==> src/rtl/player_feedback.sv <==
// Per-player feedback lamps/buzzer driven from a 4-deep command FIFO on a memory-mapped bus.
// Define FEEDBACK_BUZZER_EN to enable the buzzer square-wave; otherwise buzzer is tied low.
module player_feedback #(
  parameter logic [15:0] BASE_ADR        = 16'd240,
  parameter int          TICKS_PER_MS    = 50000,
  parameter int          GAP_MS          = 10,
  parameter int          BUZZ_HALF_TICKS = 25000
) (
  input  logic        clk,
  input  logic        rst,
  input  logic        memwrite,
  input  logic        memread,
  input  logic [15:0] adr,
  input  logic [15:0] writedata,
  output logic [15:0] readdata,
  output logic [3:0]  led,
  output logic        buzzer,
  output logic        busy
);

  localparam logic [15:0] STATUS_ADR = BASE_ADR + 16'd1;
  localparam int          PW         = (TICKS_PER_MS > 1) ? $clog2(TICKS_PER_MS) : 1;
  localparam logic [PW-1:0] PRESC_LAST = PW'(TICKS_PER_MS - 1);

  typedef enum logic [1:0] {
    IDLE = 2'd0,
    ON   = 2'd1,
    GAP  = 2'd2
  } state_t;

  state_t      r_state;
  state_t      w_state_next;

  logic [15:0] r_fifo_mem [4];
  logic [1:0]  r_wr_ptr;
  logic [1:0]  r_rd_ptr;
  logic [2:0]  r_count;
  logic        r_ovf;

  logic [PW-1:0] r_presc;
  logic [15:0]   r_ms_left;
  logic [3:0]    r_mask;
  logic [3:0]    r_led;
  logic          r_busy;

  logic        w_sel_cmd;
  logic        w_flush;
  logic        w_push_req;
  logic        w_full;
  logic        w_pop;
  logic        w_push;
  logic        w_ovf_set;
  logic        w_status_rd;
  logic        w_ms_wrap;
  logic        w_last_ms;
  logic [15:0] w_head;
  logic [1:0]  w_state_bits;

  // Bus decode; the all-zero command is a flush and never occupies a FIFO slot.
  assign w_sel_cmd   = memwrite && (adr == BASE_ADR);
  assign w_flush     = w_sel_cmd && (writedata == 16'h0000);
  assign w_push_req  = w_sel_cmd && (writedata != 16'h0000);
  assign w_status_rd = memread && (adr == STATUS_ADR);
  assign w_full      = (r_count == 3'd4);
  assign w_pop       = (r_state == IDLE) && (r_count != 3'd0) && !w_flush;
  assign w_push      = w_push_req && (!w_full || w_pop);
  assign w_ovf_set   = w_push_req && w_full && !w_pop;
  assign w_head      = r_fifo_mem[r_rd_ptr];
  assign w_ms_wrap   = (r_presc == PRESC_LAST);
  assign w_last_ms   = (r_ms_left == 16'd1);

  always_ff @(posedge clk) begin
    if (w_push) begin
      r_fifo_mem[r_wr_ptr] <= writedata;
    end
  end

  always_ff @(posedge clk or posedge rst) begin
    if (rst) begin
      r_wr_ptr <= 2'd0;
      r_rd_ptr <= 2'd0;
      r_count  <= 3'd0;
    end else if (w_flush) begin
      r_wr_ptr <= 2'd0;
      r_rd_ptr <= 2'd0;
      r_count  <= 3'd0;
    end else begin
      if (w_push) begin
        r_wr_ptr <= r_wr_ptr + 2'd1;
      end
      if (w_pop) begin
        r_rd_ptr <= r_rd_ptr + 2'd1;
      end
      case ({w_push, w_pop})
        2'b10:   r_count <= r_count + 3'd1;
        2'b01:   r_count <= r_count - 3'd1;
        default: r_count <= r_count;
      endcase
    end
  end

  // An overflowing push in the same cycle as a status read keeps the flag set.
  always_ff @(posedge clk or posedge rst) begin
    if (rst) begin
      r_ovf <= 1'b0;
    end else if (w_ovf_set) begin
      r_ovf <= 1'b1;
    end else if (w_status_rd) begin
      r_ovf <= 1'b0;
    end
  end

  always_ff @(posedge clk or posedge rst) begin
    if (rst) begin
      r_state <= IDLE;
    end else begin
      r_state <= w_state_next;
    end
  end

  always_comb begin
    w_state_next = r_state;
    case (r_state)
      IDLE: begin
        if (w_pop) begin
          w_state_next = ON;
        end
      end
      ON: begin
        if (w_ms_wrap && w_last_ms) begin
          w_state_next = (GAP_MS > 0) ? GAP : IDLE;
        end
      end
      GAP: begin
        if (w_ms_wrap && w_last_ms) begin
          w_state_next = IDLE;
        end
      end
      default: w_state_next = IDLE;
    endcase
    if (w_flush) begin
      w_state_next = IDLE;
    end
  end

  // Millisecond prescaler and remaining-ms counter shared by ON and GAP.
  always_ff @(posedge clk or posedge rst) begin
    if (rst) begin
      r_presc   <= '0;
      r_ms_left <= 16'd0;
      r_mask    <= 4'd0;
    end else if (w_flush) begin
      r_presc   <= '0;
      r_ms_left <= 16'd0;
    end else if (w_pop) begin
      r_presc   <= '0;
      r_ms_left <= (w_head[10:0] == 11'd0) ? 16'd1 : {5'd0, w_head[10:0]};
      r_mask    <= w_head[15:12];
    end else if (r_state != IDLE) begin
      if (w_ms_wrap) begin
        r_presc <= '0;
        if (w_last_ms) begin
          r_ms_left <= (r_state == ON) ? 16'(GAP_MS) : 16'd0;
        end else begin
          r_ms_left <= r_ms_left - 16'd1;
        end
      end else begin
        r_presc <= r_presc + 1'b1;
      end
    end
  end

  // Visible outputs trail the control state by one edge, so led rises two edges after the write.
  always_ff @(posedge clk or posedge rst) begin
    if (rst) begin
      r_led  <= 4'd0;
      r_busy <= 1'b0;
    end else if (w_flush) begin
      r_led  <= 4'd0;
      r_busy <= 1'b0;
    end else begin
      r_led  <= (r_state == ON) ? r_mask : 4'd0;
      r_busy <= (r_state != IDLE) || (r_count != 3'd0);
    end
  end

`ifdef FEEDBACK_BUZZER_EN
  localparam int BW = (BUZZ_HALF_TICKS > 1) ? $clog2(BUZZ_HALF_TICKS) : 1;
  localparam logic [BW-1:0] BUZZ_LAST = BW'(BUZZ_HALF_TICKS - 1);

  logic          r_buzz_en;
  logic          r_buzz_phase;
  logic [BW-1:0] r_buzz_cnt;
  logic          r_buzzer;

  always_ff @(posedge clk or posedge rst) begin
    if (rst) begin
      r_buzz_en    <= 1'b0;
      r_buzz_phase <= 1'b0;
      r_buzz_cnt   <= '0;
      r_buzzer     <= 1'b0;
    end else if (w_flush) begin
      r_buzz_en    <= 1'b0;
      r_buzz_phase <= 1'b0;
      r_buzz_cnt   <= '0;
      r_buzzer     <= 1'b0;
    end else begin
      r_buzzer <= (r_state == ON) && r_buzz_en && r_buzz_phase;
      if (w_pop) begin
        r_buzz_en    <= w_head[11];
        r_buzz_phase <= 1'b1;
        r_buzz_cnt   <= '0;
      end else if (r_state == ON) begin
        if (r_buzz_cnt == BUZZ_LAST) begin
          r_buzz_cnt   <= '0;
          r_buzz_phase <= ~r_buzz_phase;
        end else begin
          r_buzz_cnt <= r_buzz_cnt + 1'b1;
        end
      end
    end
  end

  assign buzzer = r_buzzer;
`else
  localparam int W_UNUSED_HALF = BUZZ_HALF_TICKS;
  logic w_unused_buzz_bit;
  assign w_unused_buzz_bit = w_head[11];
  assign buzzer = 1'b0;
`endif

  assign led          = r_led;
  assign busy         = r_busy;
  assign w_state_bits = r_state;
  assign readdata     = w_status_rd
                      ? {r_busy, r_ovf, r_count, w_state_bits, 5'd0, r_led}
                      : 16'h0000;

endmodule

==> config.mk <==
export PLATFORM = sky130hd
export DESIGN_NAME = player_feedback
export DESIGN_NICKNAME = d
export VERILOG_FILES = /design/src/rtl/player_feedback.sv
export SDC_FILE = /design/constraint.sdc
export NUM_CORES = 1
export LEC_CHECK = 0
export ABC_CLOCK_PERIOD_IN_PS = 4900
export CAP_MARGIN = 40
export CORE_ASPECT_RATIO = 0.6
export CORE_MARGIN = 2
export CORE_UTILIZATION = 57
export CTS_CLUSTER_SIZE = 10
export DETAILED_ROUTE_END_ITERATION = 8
export GPL_ROUTABILITY_DRIVEN = 0
export PLACE_DENSITY = 0.85
export SLEW_MARGIN = 30
export SYNTH_ARGS = -nofsm -noshare
export SYNTH_HDL_FRONTEND = slang
export SYNTH_SLANG_ARGS = --single-unit
==> constraint.sdc <==
create_clock -name clk -period 4.9 [get_ports clk]
set_input_delay 0.98 -clock clk [delete_from_list [all_inputs] [get_ports clk]]
set_output_delay 0.98 -clock clk [all_outputs]
set_load 0.02 [all_outputs]
# Word-level counts from Yosys, hierarchy flattened
# Memory sizes are Yosys's and may differ from the RTL's.
# Index checks and enable logic that the tools add are counted.
dict set report totals {
  word_cells 90
  mem_count 1
  mem_bits_rw 64
  out_inout_bits 22
  ff_bits 51
}
dict set report classes {
  bitwise_logic 1
  reduce_logical 30
  n_mux 30
  n_addsub 6
  eq_ne 12
}
# name words width read_ports rd_ports_with_merged_regs wr line_no
set mem_list {}
lappend mem_list {r_fifo_mem 4 16 1 0 1 34} ;# logic [15:0] r_fifo_mem [4];
# cell n
set ops {}
lappend ops {{$mux W16} 10}
lappend ops {{$eq A16 B8 Y1 const B} 2}
lappend ops {{$add A16 B1 Y16 const B} 1}
lappend ops {{$eq A16 B1 Y1 const B} 1}
lappend ops {{$eq A16 B16 Y1 const B} 1}
lappend ops {{$logic_not A16 Y1} 1}
lappend ops {{$mux W2} 8}
lappend ops {{$reduce_bool A16 Y1} 1}
lappend ops {{$sub A16 B1 Y16 const B} 1}
lappend ops {{$mux W4} 3}
lappend ops {{$reduce_bool A3 Y1} 4}
lappend ops {{$logic_not A11 Y1} 1}
lappend ops {{$mux W11} 1}
lappend ops {{$logic_and A1 B1 Y1} 10}
lappend ops {{$ne A3 B3 Y1 const B} 3}
lappend ops {{$reduce_bool A2 Y1} 4}
lappend ops {{$pmux W2 S3} 1}
lappend ops {{$pmux W3 S2} 1}
lappend ops {{$mux W1} 5}
lappend ops {{$add A2 B1 Y2 const B} 2}
lappend ops {{$eq A2 B1 Y1 const B} 2}
lappend ops {{$eq A2 B2 Y1 const B} 2}
lappend ops {{$reduce_and A2 Y1} 2}
lappend ops {{$add A3 B1 Y3 const B} 1}
lappend ops {{other kinds (8)} 11}

# Logic depth before layout (Yosys ltp)
# Gate-level depths: netlist (run 1).
dict set report depth {
  ltp_word 10
  depth_mapped 8
  ltp_nobuf 8
}

# Worst setup path after synthesis (run 1)
# Ideal clock, no wire load.
dict set report synth_timing {
  kind {input port to output port}
  start {input port adr[11]}
  end {output port readdata[0]}
  slack_ns 1.862
  n_path_buf 1
  path_stages 5
  required_ns 3.920
  arrival_ns 2.058
  path_cell_list {nor4bb_1 > nand4_1 > nor2_1 > clkbuf_1 > and2_1}
}
dict set report synth_between {
  elab_chain_len 3
}
# element line_no
set synth_lines {}
lappend synth_lines {{start, declared} 13} ;# input logic [15:0] adr,
lappend synth_lines {{$eq A16 B8 Y1} 63} ;# assign w_status_rd = memread && (adr == STATUS_ADR);
lappend synth_lines {{$logic_and A1 B1 Y1} 63}
lappend synth_lines {{$mux W16} 236} ;# ? {r_busy, r_ovf, r_count, w_state_bits, 5'd0, r_led}
lappend synth_lines {{end, declared} 15} ;# output logic [15:0] readdata,
# No other way between the ends.

# Final worst setup path (run 1)
dict set report layout_timing {
  start {input port adr[6]}
  end {output port readdata[10]}
}
# Same word-level chain as after synthesis.

==> impl_metrics.json, run 1 <==
{
  "cts_tree": "built",
  "slew_violations": 0,
  "cts_sinks": 111,
  "dieArea_mm2": 0.0101,
  "fin_setup_tns_ns": 0,
  "grt-ovfl-total": 0,
  "cts_max_path_buffers": 2,
  "synthXorXnorAreaFrac_pct": 2.49,
  "synth_mux_area_share_pct": 7.86,
  "htree_levels": 3,
  "cts_resized": 0,
  "synth-edff-count": 60,
  "port_buffers": 51,
  "hold_path.class": "flop to flop",
  "synth_cell_type_count": 61,
  "io_pins": 58,
  "drc": 0,
  "netlist_instances": 419,
  "holdPathEnd": "r_ms_left[15]",
  "leakagePower_nw": 2.30,
  "grtUsageMet3_pct": 7.91,
  "use_met1_pct": 37.2,
  "synth_top_family_by_area": "simple AND/OR/NAND/NOR gates",
  "async_flop_share_pct": 45.9,
  "via_per_inst": 6.40,
  "grt.busiest_layer": "met2",
  "max_freq_mhz": 241,
  "slew_headroom_pct": 45.2,
  "placed_area_mm2": 0.00586,
  "hold_start": "r_ms_left[14]",
  "cp.arrival_ns": 3.17,
  "netlist_area_mm2": 0.00527,
  "period_share_pct": 84.8,
  "clock_latency_ns": 0.36,
  "endpoint_kind": "output pin",
  "wl_per_cell_um": 20.0,
  "wl_um": 11800,
  "cp.required_ns": 3.92,
  "rsz0062_at_grt": "false",
  "drt_iter0_markers": 401,
  "first_global_vias": 3724,
  "synth-seq-area-share_pct": 58.4,
  "antenna_cells": 0,
  "powerDensity_mw_per_mm2": 286,
  "path_class": "primary input to output pin",
  "start_util_pct": 58.0,
  "firstDrtPassIters": 4,
  "outcome": "finished clean",
  "r2r_start": "r_count[1]",
  "setup_viol": 0,
  "synth_compound_area_share_pct": 10.2,
  "reg2regPathDepth": 6,
  "yosysWarnings": 0,
  "row_count": 27,
  "r2r_setup_slack_ns": 2.11,
  "path_max_fanout": 11,
  "grt_usage_pct": 25.7,
  "syn_avg_cell_area_um2": 12.6,
  "hold_path_depth": 1,
  "maxCapViolations": 0,
  "fin_crit_ns": 4.15,
  "cts_setup_buffers": 0,
  "dp_hpwl_um": 8380,
  "startpoint_type": "primary input",
  "synth_adder_area_share_pct": 2.04,
  "root_buffer": "clkbuf_16",
  "clkSlewWorstSetupHoldPaths_ns": 0.08,
  "grt_first_pass_wirelength_um": 19500,
  "synthSimpleGateAreaFrac_pct": 16.0,
  "fp.dieW_um": 128,
  "routed-via-count": 3783,
  "cts_buffers": 9,
  "die_h_um": 78.5,
  "ctsHoldBuffers": 0,
  "r2r_end": "r_ms_left[11]",
  "layout.nets": 514,
  "final_antenna_net_count": 0,
  "grt_max_degree": 52,
  "skew_ns": 0.00945,
  "final_area_mm2": 0.00617,
  "synthFlopType": "edfxtp_1",
  "synthToLayoutAreaGrowth_pct": 17.1,
  "grt_use_met2_pct": 37.4,
  "worst_slew_pin_slew_ns": 0.822,
  "vdd.ir_drop.worst_mv": 0.202,
  "drive_gt1_share_pct": 11.8,
  "core_mm2": 0.00909,
  "antenna_found_initial": 0,
  "yosys_register_bits": 111,
  "hold_violations": 0
}
## registers in the layout, summed over array words and instances (netlist names), 3 cells and up
signal,flops
r_count,3
led,4
r_presc,16
r_ms_left,16
r_mask,4
r_fifo_mem,60
## per-layer routing
| layer | up-vias | part of all wire [%] | wire length, µm |
|---|---|---|---|
| met5 | - | 0 | 0 |
| met4 | 0 | 1.9 | 225 |
| met3 | 24 | 9.8 | 1160 |
| met2 | 219 | 45 | 5320 |
| met1 | 1864 | 43 | 5140 |
| li1 | 1676 | - | - |
## layout make-up
class	instances	area (µm²)
Clock buffer	10	239
Clock inverter	6	55.1
Sequential cell	111	3080
Tap cell	116	145
Inverter	9	36.3
Multi-Input combinational cell	282	2050
Fill cell	638	2920
Timing Repair Buffer	57	561
## worst max-delay path by stage
stage / startpoint / end / slack (ns)
6_report: adr[6] / readdata[10] / 0.75
5_1_grt: adr[6] / readdata[12] / 0.58
4_1_cts: adr[6] / readdata[10] / 0.72
3_5_place_dp: adr[6] / readdata[10] / 0.73
3_3_place_gp: adr[6] / readdata[15] / 0.93
2_1_floorplan: adr[11] / readdata[0] / 1.86
## synth_stat cells (2+ instances only)
cell / instances / area (µm²)
a221oi_1: 2 / 17.5
edfxtp_1: 60 / 1800
a22oi_1: 4 / 30.0
o2bb2ai_1: 6 / 52.6
nor4bb_1: 3 / 30.0
nor3_1: 14 / 70.1
a21oi_1: 13 / 65.1
ha_1: 7 / 87.6
a31o_2: 2 / 17.5
nand3_1: 7 / 35.0
buf_2: 6 / 30.0
o21ai_0: 18 / 90.1
buf_4: 6 / 45.0
dfrtp_1: 51 / 1280
inv_1: 9 / 33.8
and2_1: 15 / 93.8
nor3_2: 2 / 20.0
xnor2_1: 6 / 52.6
nand2b_1: 6 / 37.5
nor2_2: 2 / 12.5
and3_1: 14 / 87.6
nor4b_1: 2 / 17.5
a22o_1: 3 / 26.3
a211oi_1: 7 / 52.6
or3_1: 5 / 31.3
nor4_1: 7 / 43.8
clkbuf_1: 8 / 30.0
o31ai_1: 3 / 22.5
a21o_1: 2 / 15.0
o2111ai_1: 3 / 26.3
mux4_2: 15 / 338
xor2_1: 9 / 78.8
mux2_2: 5 / 56.3
o211ai_1: 3 / 22.5
nand2_1: 21 / 78.8
nor4b_2: 2 / 30.0
or4_1: 3 / 22.5
nand4_1: 4 / 25.0
nor2b_1: 3 / 18.8
nor2_1: 39 / 146
mux2i_1: 2 / 20.0
## per-stage QoR
stage                     total power, mW  std cells  hold slack [ns]  utilization, %  setup WS, ns
after floorplan                      1.02        424            0.457               -          1.86
after global placement               1.05        573            0.481            64.4         0.929
after detailed placement             1.06        574            0.491            64.5         0.734
after CTS                            1.77        590            0.502            67.7         0.722
after global routing                 1.81        591            0.532            67.9         0.576
final                                1.76        591            0.508            67.9         0.746
## power breakdown
group	switching [mW]	leakage, nW	internal [mW]
clock	0.357	0.147	0.372
combinational	0.0254	0.987	0.0265
sequential	0.0000332	1.16	0.984
## worst max-delay path, cell delays in order
cell             delay, ns
clkdlybuf4s50_1       0.45
nor4bb_1              0.31
nand4_1               0.29
nor2_1                0.18
buf_4                 0.20
and2_1                0.15
clkdlybuf4s50_1       0.62
## kinds of logic (layout without fill, tap and decap cells)
group	count (synthesis)	count (layout)
flops	111	111
simple gates	154	154
xor+xnor	15	15
buf+inv	31	82
mux	22	22
other cells	1	6
compound gates	77	77
fa+ha+maj	8	8
## cells in the final DEF, fill, tap and decap left out, types with 8 or more instances in the layout
| master | netlist | routed |
|---|---|---|
| a21oi_1 | 13 | 13 |
| and2_1 | 15 | 15 |
| and3_1 | 14 | 14 |
| clkbuf_16 | 0 | 9 |
| clkdlybuf4s50_1 | 0 | 51 |
| dfrtp_1 | 51 | 50 |
| edfxtp_1 | 60 | 60 |
| inv_1 | 9 | 8 |
| mux4_2 | 15 | 15 |
| nand2_1 | 21 | 21 |
| nor2_1 | 39 | 39 |
| nor3_1 | 14 | 14 |
| o21ai_0 | 18 | 18 |
| xor2_1 | 9 | 9 |
No activity file was read; power rests on OpenSTA's default activity.
==> run 2, diff against run 1 <==
ABC_CLOCK_PERIOD_IN_PS = 3600   (was 4900)
CORE_UTILIZATION = 51   (was 57)
PLACE_DENSITY = 0.8   (was 0.85)
clock period = 3.6 ns   (was 4.9 ns; I/O delays follow)
==> impl_metrics.json, run 2 (synthesis results as in run 1) <==
{
  "root_buffer": "clkbuf_16",
  "powerDensity_mw_per_mm2": 383,
  "drive_gt1_share_pct": 14.1,
  "rsz0062_at_grt": "false",
  "first_global_vias": 3815,
  "hold_violations": 0,
  "hold_path.class": "flop to flop",
  "fin_setup_tns_ns": 0,
  "cts_max_path_buffers": 2,
  "grt_max_degree": 27,
  "clock_latency_ns": 0.35,
  "antenna_found_initial": 0,
  "dieArea_mm2": 0.0112,
  "grt_usage_pct": 23.3,
  "cts_setup_buffers": 0,
  "endpoint_kind": "output pin",
  "wl_per_cell_um": 19.2,
  "final_cell_mix": "60 x edfxtp_1, 51 x dfrtp_1, 51 x clkdlybuf4s50_1, 39 x nor2_1, 21 x nand2_1",
  "holdWs_ns": 0.508,
  "startpoint_type": "primary input",
  "cpMostUsedCell": "clkdlybuf4s50_1",
  "placed_area_mm2": 0.00602,
  "synthToLayoutAreaGrowth_pct": 20.0,
  "cts_buffers": 9,
  "wl_um": 12000,
  "port_buffers": 51,
  "cts_tree": "built",
  "skew_ns": 0.00857,
  "vdd.ir_drop.worst_mv": 0.262,
  "critPathBufInv": 3,
  "slew_violations": 0,
  "layout.nets": 528,
  "max_freq_mhz": 293,
  "row_count": 28,
  "path_max_fanout": 8,
  "cts_resized": 0,
  "dp_hpwl_um": 8440,
  "layout.cells.most_common": "edfxtp_1",
  "dpl.cell_count": 608,
  "top_register": "r_fifo_mem",
  "critPathMaxStageDelay_ns": 0.61,
  "grt-ovfl-total": 0,
  "die_h_um": 82.7,
  "worst_slew_pin_slew_ns": 0.812,
  "final_area_mm2": 0.00632,
  "final_antenna_net_count": 0,
  "grt_first_pass_wirelength_um": 19600,
  "fp.dieW_um": 135,
  "largest_registers": "r_fifo_mem (60), r_ms_left (16), r_presc (16)",
  "drc": 0,
  "instances_no_fill": 624,
  "cp.required_ns": 2.88,
  "cp.arrival_ns": 2.70,
  "crit_chain": "clkdlybuf4s50_1 -> nor4bb_1 -> nand4_1 -> nor2_1 -> buf_4 -> and2_1 -> clkdlybuf4s50_1",
  "outcome": "finished clean",
  "worst_path_dominant_cell_family": "buffers and inverters",
  "drt_iter0_markers": 472,
  "p_total_mw": 2.42,
  "clkSlewWorstSetupHoldPaths_ns": 0.07,
  "htree_levels": 3,
  "slew_headroom_pct": 45.9,
  "start_util_pct": 53.0,
  "ctsHoldBuffers": 0,
  "core_mm2": 0.00995,
  "maxCapViolations": 0,
  "cts_sinks": 111,
  "via_per_inst": 6.17,
  "crit_slowest_cell": "clkdlybuf4s50_1",
  "leakagePower_nw": 2.37,
  "fin_crit_ns": 3.42,
  "routed-via-count": 3848,
  "firstDrtPassIters": 5,
  "antenna_cells": 0,
  "largest_reg_flops": 60,
  "io_pins": 58,
  "period_share_pct": 94.9,
  "setup_viol": 0,
  "path_class": "primary input to output pin"
}
run 2: worst paths after layout:
check                                   from      endpoint  slack (ns)  depth (start not counted)
min in group asynchronous                rst          busy        0.64                          2
max in group asynchronous                rst  r_ms_left[7]        2.50                          3
worst min-delay path            r_ms_left[9]  r_ms_left[9]        0.51                          1
worst min register to register  r_ms_left[9]  r_ms_left[9]        0.51                          1
worst max-delay path                  adr[6]   readdata[0]        0.18                          7
worst max register to register    r_count[1]    r_presc[5]        1.03                          5
run 2: cell type report:
| cell class | instances | area, µm² |
|---|---|---|
| Fill cell | 749 | 3620 |
| Tap cell | 135 | 169 |
| Sequential cell | 111 | 3080 |
| Multi-Input combinational cell | 282 | 2050 |
| Clock inverter | 7 | 78.8 |
| Inverter | 9 | 33.8 |
| Clock buffer | 9 | 225 |
| Timing Repair Buffer | 71 | 686 |
run 2: where the power goes:
part / leakage [nW] / switching (mW) / internal, mW
clock network: 0.149 / 0.509 / 0.499
registers: 1.16 / 0.0000451 / 1.34
logic: 1.06 / 0.0347 / 0.0398
total: 2.37 / 0.544 / 1.88
run 2: per-layer routing:
metal | vias up | share of wire [%] | GRT usage (%)
met5 | - | 0 | 0
met1 | 1912 | 45 | 32.7
met4 | 0 | 1.5 | 7.08
li1 | 1709 | - | -
met3 | 20 | 8.8 | 6.11
met2 | 207 | 45 | 36.4
run 2: through the flow:
stage                     setup WS, ns  util [%]
after floorplan                   1.07         -
after global placement           0.230      60.3
after detailed placement         0.159      60.5
after CTS                        0.158      63.6
after global routing            0.0890      63.6
final                            0.184      63.6
